[config.mk]
export PLATFORM = sky130hd
export DESIGN_NAME = mem_port_arbiter
export DESIGN_NICKNAME = d
export VERILOG_FILES = /design/src/rtl/mem_port_pkg.sv /design/src/rtl/mem_port_arbiter_sync_ff.sv /design/src/rtl/mem_port_arbiter.sv
export SDC_FILE = /design/constraint.sdc
export NUM_CORES = 1
export LEC_CHECK = 0
export BUFFER_PORTS_ARGS = -buffer_cell sky130_fd_sc_hd__buf_4
export CAP_MARGIN = 20
export CELL_PAD_IN_SITES_DETAIL_PLACEMENT = 2
export CELL_PAD_IN_SITES_GLOBAL_PLACEMENT = 2
export CORE_MARGIN = 2
export CORE_UTILIZATION = 27
export CTS_BUF_LIST = sky130_fd_sc_hd__clkbuf_4 sky130_fd_sc_hd__clkbuf_8
export CTS_CLUSTER_DIAMETER = 30
export DETAILED_ROUTE_END_ITERATION = 8
export PLACE_DENSITY_LB_ADDON = 0.1
export SETUP_SLACK_MARGIN = 0.02
export SYNTH_ARGS = -nofsm -noshare
export SYNTH_HDL_FRONTEND = slang
export SYNTH_SLANG_ARGS = --single-unit
[constraint.sdc]
create_clock -name clk -period 2.01 [get_ports clk]
set_clock_uncertainty 0.2 [all_clocks]
set_input_delay 0.201 -clock clk [delete_from_list [all_inputs] [get_ports clk]]
set_output_delay 0.201 -clock clk [all_outputs]
set_load 0.02 [all_outputs]
[src/rtl/mem_port_pkg.sv]
// Shared types and codes for the memory read-port arbiter and its NCL demux handshake.
package mem_port_pkg;

    typedef enum logic [1:0] {
        IDLE     = 2'd0,
        MEM      = 2'd1,
        WAIT_ACK = 2'd2,
        WAIT_REL = 2'd3
    } state_t;

    typedef enum logic {
        OWN_INSTR = 1'b0,
        OWN_CACHE = 1'b1
    } owner_t;

    localparam logic [1:0] PH0_NULL  = 2'b00;
    localparam logic [1:0] PH0_INSTR = 2'b01;
    localparam logic [1:0] PH0_CACHE = 2'b10;

    // Dual-rail route code for a given owner; never yields 2'b11.
    function automatic logic [1:0] owner_code(input owner_t own);
        return (own == OWN_INSTR) ? PH0_INSTR : PH0_CACHE;
    endfunction

endpackage

[src/rtl/mem_port_arbiter_sync_ff.sv]
// Multi-flop synchroniser for an asynchronous handshake level, cleared by rst.
module sync_ff #(
    parameter int STAGES = 2
) (
    input  logic clk,
    input  logic rst,
    input  logic d,
    output logic q
);

    logic [STAGES-1:0] chain;

    always_ff @(posedge clk) begin
        if (rst) begin
            chain <= '0;
        end else begin
            chain <= {chain[STAGES-2:0], d};
        end
    end

    assign q = chain[STAGES-1];

endmodule

[src/rtl/mem_port_arbiter.sv]
// Round-robin scheduler for the shared memory read port; sequences each transfer
// through a four-phase NCL handshake with the data demux before the next grant.
module mem_port_arbiter
    import mem_port_pkg::*;
#(
    parameter int ADDR_W      = 16,
    parameter int SYNC_STAGES = 2,
    parameter int TIMEOUT     = 255
) (
    input  logic              clk,
    input  logic              rst,
    input  logic              i_req,
    input  logic [ADDR_W-1:0] i_addr,
    input  logic              c_req,
    input  logic [ADDR_W-1:0] c_addr,
    output logic              mem_req,
    output logic [ADDR_W-1:0] mem_addr,
    input  logic              mem_rdy,
    output logic [1:0]        ph0,
    input  logic              hab_instr,
    input  logic              hab_cache,
    output logic              i_done,
    output logic              c_done,
    output logic              err_to
);

    state_t            state, state_n;
    owner_t            owner, owner_n;
    owner_t            last_grant, last_grant_n;
    logic [7:0]        cnt, cnt_n;
    logic              mem_req_n;
    logic [ADDR_W-1:0] mem_addr_n;
    logic [1:0]        ph0_n;
    logic              i_done_n, c_done_n, err_to_n;
    logic              hab_i_s, hab_c_s, owner_hab;
    logic              i_eff, c_eff, timed_out;

    sync_ff #(.STAGES(SYNC_STAGES)) u_sync_instr (
        .clk (clk),
        .rst (rst),
        .d   (hab_instr),
        .q   (hab_i_s)
    );

    sync_ff #(.STAGES(SYNC_STAGES)) u_sync_cache (
        .clk (clk),
        .rst (rst),
        .d   (hab_cache),
        .q   (hab_c_s)
    );

    // A requester whose done is pulsing this cycle still shows its old level; mask it
    // so the finished transfer is not granted a second time.
    assign i_eff     = i_req & ~i_done;
    assign c_eff     = c_req & ~c_done;
    assign owner_hab = (owner == OWN_INSTR) ? hab_i_s : hab_c_s;
    assign timed_out = (cnt == 8'(TIMEOUT - 1));

    always_ff @(posedge clk) begin
        if (rst) begin
            state      <= IDLE;
            owner      <= OWN_INSTR;
            last_grant <= OWN_CACHE;
            cnt        <= '0;
            mem_req    <= 1'b0;
            mem_addr   <= '0;
            ph0        <= PH0_NULL;
            i_done     <= 1'b0;
            c_done     <= 1'b0;
            err_to     <= 1'b0;
        end else begin
            state      <= state_n;
            owner      <= owner_n;
            last_grant <= last_grant_n;
            cnt        <= cnt_n;
            mem_req    <= mem_req_n;
            mem_addr   <= mem_addr_n;
            ph0        <= ph0_n;
            i_done     <= i_done_n;
            c_done     <= c_done_n;
            err_to     <= err_to_n;
        end
    end

    always_comb begin
        state_n      = state;
        owner_n      = owner;
        last_grant_n = last_grant;
        cnt_n        = cnt;
        mem_req_n    = mem_req;
        mem_addr_n   = mem_addr;
        ph0_n        = ph0;
        i_done_n     = 1'b0;
        c_done_n     = 1'b0;
        err_to_n     = err_to;

        case (state)
            IDLE: begin
                if (i_eff || c_eff) begin
                    if (i_eff && (!c_eff || last_grant == OWN_CACHE)) begin
                        owner_n    = OWN_INSTR;
                        mem_addr_n = i_addr;
                    end else begin
                        owner_n    = OWN_CACHE;
                        mem_addr_n = c_addr;
                    end
                    mem_req_n = 1'b1;
                    state_n   = MEM;
                end
            end
            MEM: begin
                if (mem_rdy) begin
                    mem_req_n = 1'b0;
                    ph0_n     = owner_code(owner);
                    cnt_n     = '0;
                    state_n   = WAIT_ACK;
                end
            end
            WAIT_ACK: begin
                if (owner_hab) begin
                    ph0_n   = PH0_NULL;
                    cnt_n   = '0;
                    state_n = WAIT_REL;
                end else if (timed_out) begin
                    // Abandon the transfer; the request stays pending for re-arbitration.
                    err_to_n     = 1'b1;
                    ph0_n        = PH0_NULL;
                    last_grant_n = owner;
                    state_n      = IDLE;
                end else begin
                    cnt_n = cnt + 8'd1;
                end
            end
            WAIT_REL: begin
                if (!owner_hab) begin
                    i_done_n     = (owner == OWN_INSTR);
                    c_done_n     = (owner == OWN_CACHE);
                    last_grant_n = owner;
                    state_n      = IDLE;
                end else if (timed_out) begin
                    err_to_n     = 1'b1;
                    ph0_n        = PH0_NULL;
                    last_grant_n = owner;
                    state_n      = IDLE;
                end else begin
                    cnt_n = cnt + 8'd1;
                end
            end
            default: begin
                state_n = IDLE;
            end
        endcase
    end

endmodule

Word-level counts from Yosys, hierarchy flattened
Index checks and enable logic that the tools add are counted.
- logic and storage cells: 73
- input port bits: 39
- bits in registers: 38
- reduce and logical (&&, ||, !) cells: 15
- add/subtract/negate cells: 1
- multiplexer cells: 31
- bitwise logic cells: 6
- equality and inequality tests: 8
- operators with widths (cell ; count):
    $mux 8 ; 4
    $pmux 8 s3 ; 1
    $mux 2 ; 10
    $mux 16 ; 1
    $mux 1 ; 10
    $reduce_and 3->1 ; 3
    $add 8x1->8 const B ; 1
    $eq 8x8->1 const B ; 1
    $ne 2x2->1 const B ; 4
    $pmux 2 s4 ; 1
    $pmux 1 s2 ; 3
    $pmux 2 s3 ; 1
    $reduce_and 2->1 ; 3
    $eq 2x2->1 const B ; 2
    $not 1->1 ; 4
    $reduce_bool 2->1 ; 2
    $reduce_bool 3->1 ; 1
    $reduce_or 3->1 ; 1
    $and 1x1->1 ; 2
    $eq 2x1->1 const B ; 1
    $logic_not 2->1 ; 1
    $logic_or 1x1->1 ; 2
    $logic_and 1x1->1 ; 1
    $logic_not 1->1 ; 1

Longest topological paths before layout
- depth after elaboration: 6
- depth in mapped cells: 6

Modules after synthesis
From an unflattened synthesis, not the netlist that was laid out.
- cell total of the unflattened synthesis: 193
- area, all modules: 1762.9 um2
- modules (own cells, without submodules) (module ; area each (um2) ; times used ; cells an instance ; sequential area each (um2)):
    mem_port_arbiter ; 1657.8 ; 1 ; 185 ; 680.7
    sync_ff ; 52.6 ; 2 ; 4 ; 40.0

Worst setup path after synthesis
Ideal clock, no wire load.
- path type: reg-to-reg
- from: register owner
- to: register cnt[7]
- data required time: 1740 ps
- library setup time: 70 ps
- arrival: 1601 ps
- cell stages (with the launch flop): 6
- slack: 139 ps
- cells stage by stage: dfxtp_1 > buf_6 > mux2i_4 > mux2i_4 > or3b_1 > a21oi_1
- longest elaborated chain between the ends: 3
- ends and longest elaborated chain (element ; RTL line ; RTL):
    from (decl) ; mem_port_arbiter.sv:28 ; owner_t owner, owner_n;
    from (signal assigned) ; mem_port_arbiter.sv:73 ; owner <= owner_n;
    $mux 1 (*) ; mem_port_arbiter.sv:56 ; assign owner_hab = (owner == OWN_INSTR) ? hab_i_s : hab_c_s;
    $mux 8 / $ne 2x2->1 (equally long branches) ; n/a ;
    $pmux 8 s3 / $reduce_and 3->1 (equally long branches) ; n/a ;
    to (signal assigned) ; mem_port_arbiter.sv:75 ; cnt <= cnt_n;
    to (decl) ; mem_port_arbiter.sv:30 ; logic [7:0] cnt, cnt_n;
Every way passes the cells marked *; elsewhere a longest branch is shown, timed or not.
A chain may end at the register's enable or synchronous reset.

Worst setup path in the final report
- from: register cnt[0]
- to: register ph0[0]
- longest elaborated chain between the ends: 4
- ends and longest elaborated chain (element ; RTL line ; RTL):
    $eq 8x8->1 (*) ; mem_port_arbiter.sv:57 ; assign timed_out = (cnt == 8'(TIMEOUT - 1));
    $mux 2 (*) ; n/a ;
    $mux 2, on equally long branches ; n/a ;
    $pmux 2 s3 (*) ; n/a ;
    to (signal assigned) ; mem_port_arbiter.sv:78 ; ph0 <= ph0_n;
    to (decl) ; mem_port_arbiter.sv:19 ; output logic [1:0] ph0,
Every way passes the cells marked *; elsewhere a longest branch is shown, timed or not. The select of a mux whose other input is x is not followed.

==> metrics.csv <==
metric;value;unit
syn2layout_area_growth;49.3;%
cpPeakStageDelay;320;ps
ys_seq_area_frac;0.422;
die_y;85.7;um
portBuffers;60;
power.density;751;nW/um^2
worstSetupEndpointType;flip-flop;
grt_usage;0.168;
outcome;finished, violations left;
clkSlewWorstSetupHoldPaths;80;ps
netlist_area;1800;sq um
seqPwrFrac;0.425;
hold_viol;1;
vias_per_cell;5.01;
worstPathRequired;2010;ps
p_sw;0.600;mW
wl_per_cell;16.7;um
grt_max_degree;37;
insertion_delay;290;ps
p_total;2.02;mW
synthAdderAreaFrac;0.0139;
r2r_slack;100;ps
p_leak;1.16;nW
cp_top_family;compound AO/OA/AOI/OAI gates;
nets;326;
drtIter0Drc;72;
synth_compound_area_frac;0.242;
cp-start-kind;flip-flop;
violations;hold timing;
async_flop_share;0;
ff2ff_path_depth;7;
synth-seq-cells;38;
row_count;29;
arrival;1900;ps
grt_pass1_vias;1890;
synth.mux.area_fraction;0.128;
max-slew-margin-rel;0.732;
die-area;7350;sq um
path_cells;inv_1 -> ha_1 -> nand4_1 -> buf_4 -> o31ai_1 -> a31oi_1 -> o21a_1;
start_util;0.281;
synth-xor-area-share;0;
rsz0062_at_grt;true;
max-cap-violations;0;
antenna_cells;0;
drive_above_1_share;0.336;
finalSetupViolations;0;
die_x;85.7;um
ios;61;
tightest_slew;401;ps
wirelength;6.05;mm
place_congestion;0.725;
r2r_end;ph0[0];
grt-ovfl-total;0;
cp_max_fo;6;
cts_buffer_depth;2;
cts_tree;done;
drt_first_pass_iters;6;
pwr-share-clk;0.331;
internal_power;1.42;mW
yosys.area_share.simple;0.144;
synth_edf_count;0;
swShare;0.297;
ys.flop_type;dfxtp_1;
fin_crit;1910;ps
h-tree-depth;2;
critPathKind;flip-flop to flip-flop;
comb_power_share;0.243;
min_path_cells;3;
synth_cells;200;
syn_area_per_cell;9.02;sq um
finalMaxSlewViolations;0;
hold_class;primary input to flip-flop;
peakVddDrop;0.000294;V
holdWs;-1.37;ps
ys_warn_count;0;
fin_setup_tns;0;ps
hpwlAfterDp;4.27;mm
grt_pass1_wl;9.68;mm
fmax;0.524;GHz
r2r-start;cnt[0];
syn-num-nets;241;
antenna_found_initial;0;
cts_sinks;38;
path_buf_inv;2;
cts_buffers;5;
synth_top_family_by_area;compound AO/OA/AOI/OAI gates;
hold_end;mem_addr[1];
post-route-period-util;0.949;
synth_cell_types;47;
ant_nets;0;
slowest_stage;dfxtp_1;
drc_errors;0;
vias;1820;
root_buffer;clkbuf_8;
core;6420;sq um
hold_start;i_addr[1];
## cell type report
class,count,area [sq um]
Clock buffer,5,68.8
Clock inverter,3,45.0
Fill cell,706,3730
Inverter,8,30.0
Multi-Input combinational cell,142,965
Sequential cell,38,761
Tap cell,77,96.3
Timing Repair Buffer,90,728
## power groups by stage
| stage | clock network (mW) | registers (mW) | logic (mW) |
|---|---|---|---|
| after global placement | 0 | 0.876 | 0.469 |
| after CTS | 0.689 | 0.862 | 0.497 |
| final | 0.671 | 0.861 | 0.492 |
| after global routing | 0.726 | 0.873 | 0.537 |
| after detailed placement | 0 | 0.880 | 0.476 |
| after floorplan | 0 | 0.922 | 0.205 |
## per-layer routing
| metal | routed length [um] | global-route usage | vias to the layer above |
|---|---|---|---|
| li1 | - | - | 895 |
| met1 | 2710 | 0.216 | 887 |
| met2 | 3040 | 0.284 | 32 |
| met3 | 230 | 0.0385 | 6 |
| met4 | 56 | 0.0433 | 0 |
| met5 | 0 | 0 | - |
## registers in the layout, summed over array words and instances (netlist names)
| register | cells |
|---|---|
| state | 2 |
| mem_addr | 16 |
| mem_req | 1 |
| c_done | 1 |
| i_done | 1 |
| u_sync_instr.chain | 2 |
| err_to | 1 |
| last_grant | 1 |
| ph0 | 2 |
| cnt | 8 |
| u_sync_cache.chain | 2 |
| owner | 1 |
## cells by family (layout without fill, tap and decap cells)
kind of cell / Yosys count / in the layout
buffers and inverters: 20 / 106
AND/OR/NAND/NOR: 47 / 47
flip-flops: 38 / 38
multiplexers: 20 / 20
adder cells (fa/ha/maj): 2 / 2
AO/OA/AOI/OAI: 73 / 73
## tightest hold or removal path, delay by kind of cell
| family | cells | cell delay, ps |
|---|---|---|
| buf+inv | 1 | 80 |
| mux | 1 | 50 |
| compound gates | 1 | 130 |
## stage by stage
step	setup WS, ps	std cells	utilization	area [sq um]	hold WS, ps
floorplan	139	200	-	1800	72.6
global placement	142	342	0.381	2450	228
detailed placement	108	342	0.381	2450	218
CTS	99.4	361	0.416	2670	0.408
global route	-9.00	363	0.419	2690	15.2
finish	102	363	0.419	2690	-1.37
## worst max path at each step
stage               startpoint    endpoint  slack, ps  depth (start not counted)
floorplan                owner      cnt[7]        140                          5
global placement         owner  last_grant        140                          4
detailed placement      cnt[0]      ph0[0]        110                          7
CTS                     cnt[0]      ph0[0]        100                          7
global route            cnt[0]      ph0[0]         -9                          7
finish                  cnt[0]      ph0[0]        100                          7
## cells in the mapped netlist, types with 3 or more instances
library cell / instances / area share
nand3_1: 6 / 0.017
clkbuf_1: 5 / 0.010
o21ai_1: 21 / 0.058
nand2_1: 5 / 0.010
nor2b_1: 4 / 0.014
nor2_1: 11 / 0.023
inv_1: 6 / 0.012
buf_2: 5 / 0.014
mux2i_1: 17 / 0.094
o31ai_1: 3 / 0.012
and3_1: 3 / 0.010
dfxtp_1: 38 / 0.42
a21oi_1: 25 / 0.069
and2_1: 3 / 0.010
o21ai_0: 5 / 0.014
## cell usage in the layout (no fill, tap or decap), drive strengths merged, types with 2 or more instances in the layout
cell / count
clkinvlp: 2
nand2: 5
and2: 3
a211oi: 2
a21oi: 25
dfxtp: 38
inv: 8
nand3: 6
nand4: 2
or3b: 2
buf: 79
o31ai: 3
a22o: 2
clkbuf: 5
o21ai: 26
a31oi: 2
nand2b: 2
dlygate4sd3: 11
o22ai: 2
ha: 2
nor2: 11
mux2i: 19
and3: 3
or3: 2
nand3b: 2
nor2b: 4
nor3: 2
## timing repair
| item | in CTS | in global routing |
|---|---|---|
| setup buffers | 0 | 2 |
| hold buffers | 11 | 0 |
| hold endpoints to repair | 9 | 0 |
| gates resized for setup | 0 | 2 |
| endpoints found under the setup margin | 0 | 8 |
(Power assumes the default switching activity.)
